<file path="src/rtl/dmem_arbiter_if.sv">
// Bus bundle between the MEM stage, the loader, the data-memory BRAM and dmem_arbiter.
// The slave modport is the arbiter's view; the master modport is the surrounding system.
interface dmem_arbiter_if #(
    parameter int ADDR_W = 15
);
    logic              core_req;
    logic              core_we;
    logic [ADDR_W-1:0] core_addr;
    logic [31:0]       core_wdata;
    logic [31:0]       core_rdata;
    logic              core_rvalid;
    logic              stall_m;
    logic              ld_req;
    logic [ADDR_W-1:0] ld_addr;
    logic [31:0]       ld_wdata;
    logic              ld_grant;
    logic              mem_en;
    logic              mem_we;
    logic [ADDR_W-1:0] mem_addr;
    logic [31:0]       mem_din;
    logic [31:0]       mem_dout;

    modport slave (
        input  core_req, core_we, core_addr, core_wdata,
        input  ld_req, ld_addr, ld_wdata, mem_dout,
        output core_rdata, core_rvalid, stall_m, ld_grant,
        output mem_en, mem_we, mem_addr, mem_din
    );

    modport master (
        output core_req, core_we, core_addr, core_wdata,
        output ld_req, ld_addr, ld_wdata, mem_dout,
        input  core_rdata, core_rvalid, stall_m, ld_grant,
        input  mem_en, mem_we, mem_addr, mem_din
    );
endinterface

</file>
<file path="src/rtl/dmem_arbiter.sv">
// Shares the single-port data BRAM between MEM-stage loads/stores and the UART loader,
// stalls the pipeline across multi-cycle reads and bounds loader starvation.
module dmem_arbiter #(
    parameter int ADDR_W       = 15,
    parameter int RD_LAT       = 1,
    parameter int MAX_CORE_RUN = 8
) (
    input logic           clk,
    input logic           rst_n,
    dmem_arbiter_if.slave bus
);
    localparam logic [0:0] ST_IDLE    = 1'b0;
    localparam logic [0:0] ST_RD_WAIT = 1'b1;
    localparam int RUN_W = $clog2(MAX_CORE_RUN + 1);
    localparam logic [RUN_W-1:0] RUN_MAX = RUN_W'(MAX_CORE_RUN);
    localparam logic [RUN_W-1:0] RUN_ONE = RUN_W'(1);
    localparam logic [1:0] LAT_MAX = 2'(RD_LAT);

    logic [0:0]        state_r, state_nxt_s;
    logic [1:0]        lat_cnt_r, lat_nxt_s;
    logic [RUN_W-1:0]  run_cnt_r, run_nxt_s;
    logic [31:0]       rdata_r;

    logic              ld_win_s;
    logic              en_s, we_s, stall_s, grant_s, rvalid_s;
    logic [ADDR_W-1:0] addr_s;
    logic [31:0]       din_s;

    assign ld_win_s = bus.ld_req && (!bus.core_req || (run_cnt_r == RUN_MAX));

    // Arbitration, BRAM drive and next-state selection.
    always_comb begin
        state_nxt_s = state_r;
        lat_nxt_s   = lat_cnt_r;
        run_nxt_s   = run_cnt_r;
        en_s        = 1'b0;
        we_s        = 1'b0;
        addr_s      = '0;
        din_s       = 32'h0000_0000;
        stall_s     = 1'b0;
        grant_s     = 1'b0;
        rvalid_s    = 1'b0;
        case (state_r)
            ST_IDLE: begin
                if (ld_win_s) begin
                    en_s      = 1'b1;
                    we_s      = 1'b1;
                    addr_s    = bus.ld_addr;
                    din_s     = bus.ld_wdata;
                    grant_s   = 1'b1;
                    stall_s   = bus.core_req;
                    run_nxt_s = '0;
                end else if (bus.core_req) begin
                    en_s   = 1'b1;
                    we_s   = bus.core_we;
                    addr_s = bus.core_addr;
                    din_s  = bus.core_wdata;
                    // The run count only matters while the loader is actually waiting.
                    if (bus.ld_req) begin
                        run_nxt_s = (run_cnt_r == RUN_MAX) ? RUN_MAX : run_cnt_r + RUN_ONE;
                    end else begin
                        run_nxt_s = '0;
                    end
                    if (!bus.core_we) begin
                        stall_s     = 1'b1;
                        state_nxt_s = ST_RD_WAIT;
                        lat_nxt_s   = 2'd1;
                    end else begin
                        stall_s     = 1'b0;
                    end
                end else begin
                    run_nxt_s = '0;
                end
            end
            ST_RD_WAIT: begin
                addr_s = bus.core_addr;
                if (lat_cnt_r < LAT_MAX) begin
                    stall_s   = 1'b1;
                    lat_nxt_s = lat_cnt_r + 2'd1;
                end else begin
                    rvalid_s    = 1'b1;
                    state_nxt_s = ST_IDLE;
                    lat_nxt_s   = 2'd0;
                end
            end
            default: begin
                state_nxt_s = ST_IDLE;
                lat_nxt_s   = 2'd0;
                run_nxt_s   = '0;
            end
        endcase
    end

    // Outputs are forced low while reset is held, even with requests pending.
    assign bus.mem_en      = rst_n & en_s;
    assign bus.mem_we      = rst_n & we_s;
    assign bus.mem_addr    = rst_n ? addr_s : '0;
    assign bus.mem_din     = rst_n ? din_s : 32'h0000_0000;
    assign bus.ld_grant    = rst_n & grant_s;
    assign bus.stall_m     = rst_n & stall_s & bus.core_req;
    assign bus.core_rvalid = rst_n & rvalid_s;
    assign bus.core_rdata  = !rst_n ? 32'h0000_0000 : (rvalid_s ? bus.mem_dout : rdata_r);

    // FSM, latency counter and starvation counter.
    always_ff @(posedge clk or negedge rst_n) begin
        if (!rst_n) begin
            state_r   <= ST_IDLE;
            lat_cnt_r <= 2'd0;
            run_cnt_r <= '0;
        end else begin
            state_r   <= state_nxt_s;
            lat_cnt_r <= lat_nxt_s;
            run_cnt_r <= run_nxt_s;
        end
    end

    // Load data register, held until the next load completes.
    always_ff @(posedge clk or negedge rst_n) begin
        if (!rst_n) begin
            rdata_r <= 32'h0000_0000;
        end else if (rvalid_s) begin
            rdata_r <= bus.mem_dout;
        end else begin
            rdata_r <= rdata_r;
        end
    end
endmodule

</file>
<file path="src/flat_wrapper.sv">
// flat-port wrapper written by rule: the top's interface ports become plain ports
module dmem_arbiter_flat 
#(
    parameter int ADDR_W       = 15,
    parameter int RD_LAT       = 1,
    parameter int MAX_CORE_RUN = 8
)
  (clk, rst_n, bus_core_req, bus_core_we, bus_core_addr, bus_core_wdata, bus_ld_req, bus_ld_addr, bus_ld_wdata, bus_mem_dout, bus_core_rdata, bus_core_rvalid, bus_stall_m, bus_ld_grant, bus_mem_en, bus_mem_we, bus_mem_addr, bus_mem_din);
  dmem_arbiter_if #(.ADDR_W(ADDR_W)) bus_i ();
  input logic clk;
  input logic rst_n;
  input wire logic [$bits(bus_i.core_req)-1:0] bus_core_req;
  input wire logic [$bits(bus_i.core_we)-1:0] bus_core_we;
  input wire logic [$bits(bus_i.core_addr)-1:0] bus_core_addr;
  input wire logic [$bits(bus_i.core_wdata)-1:0] bus_core_wdata;
  input wire logic [$bits(bus_i.ld_req)-1:0] bus_ld_req;
  input wire logic [$bits(bus_i.ld_addr)-1:0] bus_ld_addr;
  input wire logic [$bits(bus_i.ld_wdata)-1:0] bus_ld_wdata;
  input wire logic [$bits(bus_i.mem_dout)-1:0] bus_mem_dout;
  output wire logic [$bits(bus_i.core_rdata)-1:0] bus_core_rdata;
  output wire logic [$bits(bus_i.core_rvalid)-1:0] bus_core_rvalid;
  output wire logic [$bits(bus_i.stall_m)-1:0] bus_stall_m;
  output wire logic [$bits(bus_i.ld_grant)-1:0] bus_ld_grant;
  output wire logic [$bits(bus_i.mem_en)-1:0] bus_mem_en;
  output wire logic [$bits(bus_i.mem_we)-1:0] bus_mem_we;
  output wire logic [$bits(bus_i.mem_addr)-1:0] bus_mem_addr;
  output wire logic [$bits(bus_i.mem_din)-1:0] bus_mem_din;
  assign bus_i.core_req = bus_core_req;
  assign bus_i.core_we = bus_core_we;
  assign bus_i.core_addr = bus_core_addr;
  assign bus_i.core_wdata = bus_core_wdata;
  assign bus_i.ld_req = bus_ld_req;
  assign bus_i.ld_addr = bus_ld_addr;
  assign bus_i.ld_wdata = bus_ld_wdata;
  assign bus_i.mem_dout = bus_mem_dout;
  assign bus_core_rdata = bus_i.core_rdata;
  assign bus_core_rvalid = bus_i.core_rvalid;
  assign bus_stall_m = bus_i.stall_m;
  assign bus_ld_grant = bus_i.ld_grant;
  assign bus_mem_en = bus_i.mem_en;
  assign bus_mem_we = bus_i.mem_we;
  assign bus_mem_addr = bus_i.mem_addr;
  assign bus_mem_din = bus_i.mem_din;
  dmem_arbiter #(.ADDR_W(ADDR_W), .RD_LAT(RD_LAT), .MAX_CORE_RUN(MAX_CORE_RUN)) u_core (.clk(clk), .rst_n(rst_n), .bus(bus_i));
endmodule
</file>
<file path="config.mk">
export PLATFORM = sky130hd
export DESIGN_NAME = dmem_arbiter_flat
export DESIGN_NICKNAME = d
export VERILOG_FILES = /design/src/rtl/dmem_arbiter_if.sv /design/src/rtl/dmem_arbiter.sv /design/src/flat_wrapper.sv
export SDC_FILE = /design/constraint.sdc
export NUM_CORES = 1
export LEC_CHECK = 0
export CAP_MARGIN = 25
export CORE_MARGIN = 2
export CORE_UTILIZATION = 38
export CTS_BUF_LIST = sky130_fd_sc_hd__clkbuf_4 sky130_fd_sc_hd__clkbuf_8 sky130_fd_sc_hd__clkbuf_16
export CTS_CLUSTER_SIZE = 8
export DETAILED_ROUTE_END_ITERATION = 16
export GPL_TIMING_DRIVEN = 0
export PLACE_DENSITY = 0.93
export SLEW_MARGIN = 0
export SYNTH_ARGS = -nofsm -noshare
export SYNTH_HDL_FRONTEND = slang
export SYNTH_SLANG_ARGS = --single-unit
</file>
<file path="constraint.sdc">
create_clock -name clk -period 3.7 [get_ports clk]
set_input_delay 0.74 -clock clk [delete_from_list [all_inputs] [get_ports clk]]
set_output_delay 0.74 -clock clk [all_outputs]
set_load 0.02 [all_outputs]
</file>
== Word level (Yosys, flattened, before mapping) ==
Cells that the tools add are included.

* Register bits after elaboration: 39
* Bits in latches: 0
* Bits in writable memories: 0
* ROM bits: 0
* Memories kept: 0

* Add/sub/neg operators: 2
* $mul: 0
* Div/mod/pow operators: 0
* Order comparisons: 1
* Equal/unequal tests: 4
* Shift operators: 0
* Multiplexer cells: 36
* Bitwise operators: 7
* Reduce and logical (&&, ||, !) cells: 4

{| class="wikitable"
|+ Operator list
! kind !! number
|-
| two-way mux 32 bit || 6
|-
| two-way mux 15 bit || 3
|-
| case mux 15 bit (2 select lines) || 1
|-
| two-way mux 4 bit || 4
|-
| two-way mux 1 bit || 15
|-
| two-way mux 2 bit || 4
|-
| AND 1 bit || 6
|-
| != test 2 bit, second input constant || 3
|-
| adder 4 x 1 -> 4 bit, second input constant || 1
|-
| equality test 4 bit, second input constant || 1
|-
| case mux 1 bit (2 select lines) || 2
|-
| case mux 2 bit (2 select lines) || 1
|-
| AND reduction 3 bit || 1
|-
| adder 2 x 1 -> 2 bit, second input constant || 1
|-
| < comparator 2 x 1 -> 1 bit, second input constant || 1
|-
| logical AND 1 bit || 1
|-
| zero test 1 bit || 1
|-
| logical OR 1 bit || 1
|-
| NOT 1 bit || 1
|}

== Longest topological paths before layout ==
* Depth in word-level cells: 7
* Mapped depth: 7
* Mapped depth without buffers: 5

== Least setup slack after synthesis ==
No wires, ideal clock.

* Path kind: input to output
* Start point: input port bus_ld_req
* End point: output port bus_mem_addr[0]
* Data arrival time: 1.874 ns
* Path slack: 1.086 ns
* Stages: 5
* Buffers on the path: 2
* Path through: buf_2 -> nand2b_1 -> a21oi_4 -> buf_6 -> mux2i_1

* Word-level cells in the longest chain between the ends: 4

{| class="wikitable"
|+ Ends and longest elaborated chain
! element !! line !! source
|-
| from (decl) || flat_wrapper.sv:16 || <nowiki>input wire logic [$bits(bus_i.ld_req)-1:0] bus_ld_req;</nowiki>
|-
| logical AND 1 bit || dmem_arbiter.sv:29 || <nowiki>assign ld_win_s = bus.ld_req && (!bus.core_req || (run_cnt_r == RUN_MAX));</nowiki>
|-
| two-way mux 15 bit || dmem_arbiter.sv:45 || <nowiki>if (ld_win_s) begin</nowiki>
|-
| case mux 15 bit (2 select lines) || dmem_arbiter.sv:43 || <nowiki>case (state_r)</nowiki>
|-
| two-way mux 15 bit || dmem_arbiter.sv:97 || <nowiki>assign bus.mem_addr = rst_n ? addr_s : '0;</nowiki>
|-
| to (decl) || flat_wrapper.sv:26 || <nowiki>output wire logic [$bits(bus_i.mem_addr)-1:0] bus_mem_addr;</nowiki>
|}

Every way passes these cells.

== Worst setup path in the final report ==
* Start point: input port bus_core_req
* End point: output port bus_mem_addr[5]

* Word-level cells in the longest chain between the ends: 6
* Elaborated cells between the ends (all ways): 7

{| class="wikitable"
|+ Ends and longest elaborated chain
! element !! line !! source
|-
| from (decl) || flat_wrapper.sv:12 || <nowiki>input wire logic [$bits(bus_i.core_req)-1:0] bus_core_req;</nowiki>
|-
| zero test 1 bit || dmem_arbiter.sv:29 ||
|-
| logical OR 1 bit || dmem_arbiter.sv:29 ||
|-
| logical AND 1 bit || dmem_arbiter.sv:29 ||
|-
| two-way mux 15 bit (*) || dmem_arbiter.sv:45 ||
|-
| case mux 15 bit (2 select lines) (*) || dmem_arbiter.sv:43 ||
|-
| two-way mux 15 bit (*) || dmem_arbiter.sv:97 ||
|}

Mark *: on every way between the ends. The rest lies on a longest branch, timed or not.

==> flow_summary.ini <==
[power_and_ir_drop]
ir_drop_v = 0.000221
p_leak_uw = 0.00234
power.density_nw_per_um2 = 477

[clock_network]
clock_latency_ps = 280
max-clock-path-buffers = 2
tritoncts = yes
holdBufCountCts = 0
cts_sinks = 39
cts_buffers = 5
h-tree-depth = 2
clk_pin_slew_ps = 80
root_buffer = clkbuf_8

[global_route]
grt_max_degree = 41
track_usage_pct = 21.1
gr-total-overflow = 0
grt_pass1_vias = 3196
antenna_found_initial = 0
grt_first_pass_wirelength_mm = 14.9

[layout]
diodes = 0
synthToLayoutAreaGrowth_pct = 79.2
final_nets = 673
fillCellCount = 605
drive_gt1_share_pct = 13.1
design_area_sq_um = 5390

[setup_path]
critical_path_required_ps = 2960
cp_max_fo = 10
max_stage_delay_ps = 650
reg2reg_slack_ps = 2070
reg2reg_depth = 5
path_depth = 6
crit_arrival_ps = 2830
cp_slowest_cell = clkdlybuf4s50_1
path_cells = clkdlybuf4s50_1, buf_2, a21oi_4, buf_6, mux2i_1, clkdlybuf4s50_1
start_kind = input port
endpoint_kind = output pin
critPathTopFamily = buffers and inverters
crit_top_cell = clkdlybuf4s50_1
crit_buf_inv = 4
critPathKind = in -> out

[die]
initial_core_util_pct = 39.1
fp.dieH_um = 93.0
core-area_sq_um = 7690
dieArea_sq_um = 8640
core.rowCount = 32
die_w_um = 93.0
ios = 215

[timing]
setup_violations = 0
fin_ws_ps = 127
finalHoldViolCount = 0
fin_worst_skew_ps = 7.82
slew_viol_final = 0
slew_headroom_pct = 78.1
worst_pin_slew_ps = 326
rsz0062_at_grt = no
clock.fmax_ghz = 0.280
fin_crit_sh_pct = 96.6
layout_min_cycle_time_ps = 3570
finalSetupTns_ps = 0

[worst_hold_path]
min_path_type = in -> async

[route]
routedWlPerCell_um = 14.8
drt-pass1-iter-count = 5
viasPerCell = 4.91
first_iter_violations = 61
dr_total_vias = 3152
drc = 0
wirelength_mm = 9.51
ant_nets = 0

[yosys]
synth_edf_count = 0
synthAdderAreaFrac_pct = 1.25
ys_seq_area_share_pct = 32.5
syn_inst = 320
yosysWarnings = 0
synth-xor-area-share_pct = 0
avgSynthCellArea_sq_um = 9.40
async_flop_share_pct = 100
ys_seq_elements = 39
synth_top_family_by_area = multiplexers
synth_cell_types = 34
yosys.area_share.simple_pct = 24.0
synthesis.nets = 454
syn_area_sq_um = 3010
synth-compound-area-share_pct = 4.00
synth_flop_cell = dfrtp_1
synth_mux_area_share_pct = 31.0

[flow_run]
cap_viol_max_count = 0

[placement]
port_buffers = 213
gp_congestion = 0.864
dpl.hpwl_mm = 7.80
placed_cell_area_sq_um = 5260
post-place-ws_ps = -471

[status]
status = finished, final reports clean
## cells in the final DEF (no fill, tap or decap), types with 3 or more instances in the layout
cell / n
mux2i_1: 47
o21ai_0: 4
nand2_1: 69
and2_1: 33
clkbuf_1: 3
mux2_2: 5
ha_1: 3
buf_2: 13
nand3_1: 33
nor2_1: 4
mux2_4: 27
dfrtp_1: 39
clkdlybuf4s50_1: 212
inv_1: 7
clkbuf_8: 5
buf_6: 9
clkbuf_2: 3
## worst reg2reg max path: cells and delay by family, from the launching register on
family,cells,cell delay (ps)
compound gates,2,600
buf+inv,1,60
fa+ha+maj,1,200
flops,1,430
simple gates,1,220
## state kept, by name (all words and copies together), names as in the netlist
signal            flops
u_core.lat_cnt_r      2
u_core.state_r        1
u_core.run_cnt_r      4
u_core.rdata_r       32
## what timing repair did
item / 4_1_cts / 5_1_grt
setup buffers: 0 / 0
endpoints found under the setup margin: 49 / 30
resized for setup: 3 / 6
## cell usage after synthesis (all sizes together), types with 2 or more instances
cell,count,area (sq um)
a21oi,2,21.3
and2,33,206
buf,23,171
clkbuf,6,22.5
dfrtp,39,976
ha,3,37.5
inv,7,26.3
mux2,32,462
mux2i,47,470
nand2,69,259
nand3,33,165
nor2,4,15.0
nor2b,2,20.0
o21ai,5,28.8
## report_power, final
group          internal [uW]  total (uW)  leakage [uW]  switching, uW
Clock                    204         352     0.0000587            148
Combinational            863        1530       0.00182            667
Sequential               621         687      0.000465           65.4
## cells by family (layout without fill, tap and decap cells)
family | after synthesis | count (layout)
adders and majority gates | 3 | 3
AOI/OAI and AO/OA | 15 | 15
and+or+nand+nor | 148 | 148
buffers and inverters | 36 | 256
muxes | 79 | 79
DFF | 39 | 39
## final cells by class
| cell class | count | area [sq um] | area share, % |
|---|---|---|---|
| plain buffers | 28 | 193 | 3.58 |
| clock buffers | 5 | 68.8 | 1.28 |
| clock inverters | 3 | 47.5 | 0.883 |
| inverters | 7 | 26.3 | 0.488 |
| multi-input cells | 245 | 1810 | 33.6 |
| flip-flops and latches | 39 | 976 | 18.1 |
| well taps | 102 | 128 | 2.37 |
| repair buffers | 213 | 2140 | 39.7 |
## per-layer routing
layer  vias up  part of all wire (%)  wire length, um  GRT usage (%)
met1      1468                    40             3760           24.4
met3        18                   6.9              658           4.80
li1       1520                     -                -              -
met4         0                   2.1              198           6.99
met2       146                    51             4890           38.4
met5         -                     0                0              0
## metrics by stage
| stage | power, uW | instances | hold slack, ps | util, % |
|---|---|---|---|---|
| after floorplan | 1610 | 320 | 444 | - |
| after global placement | 2170 | 635 | 472 | 68.5 |
| after detailed placement | 2230 | 635 | 477 | 68.4 |
| after CTS | 2590 | 643 | 319 | 70.1 |
| after global routing | 2720 | 642 | 346 | 70.1 |
| final | 2570 | 642 | 329 | 70.1 |
## final timing paths
kind	from	to
setup / recovery	bus_core_req	bus_mem_addr[5]
hold / removal	rst_n	u_core.rdata_r[14]
setup reg to reg	u_core.run_cnt_r[0]	u_core.lat_cnt_r[1]
hold reg to reg	u_core.rdata_r[30]	u_core.rdata_r[30]
max in group asynchronous	rst_n	u_core.rdata_r[26]
min in group clk	u_core.rdata_r[30]	u_core.rdata_r[30]
No activity file was read; power rests on OpenSTA's default activity.
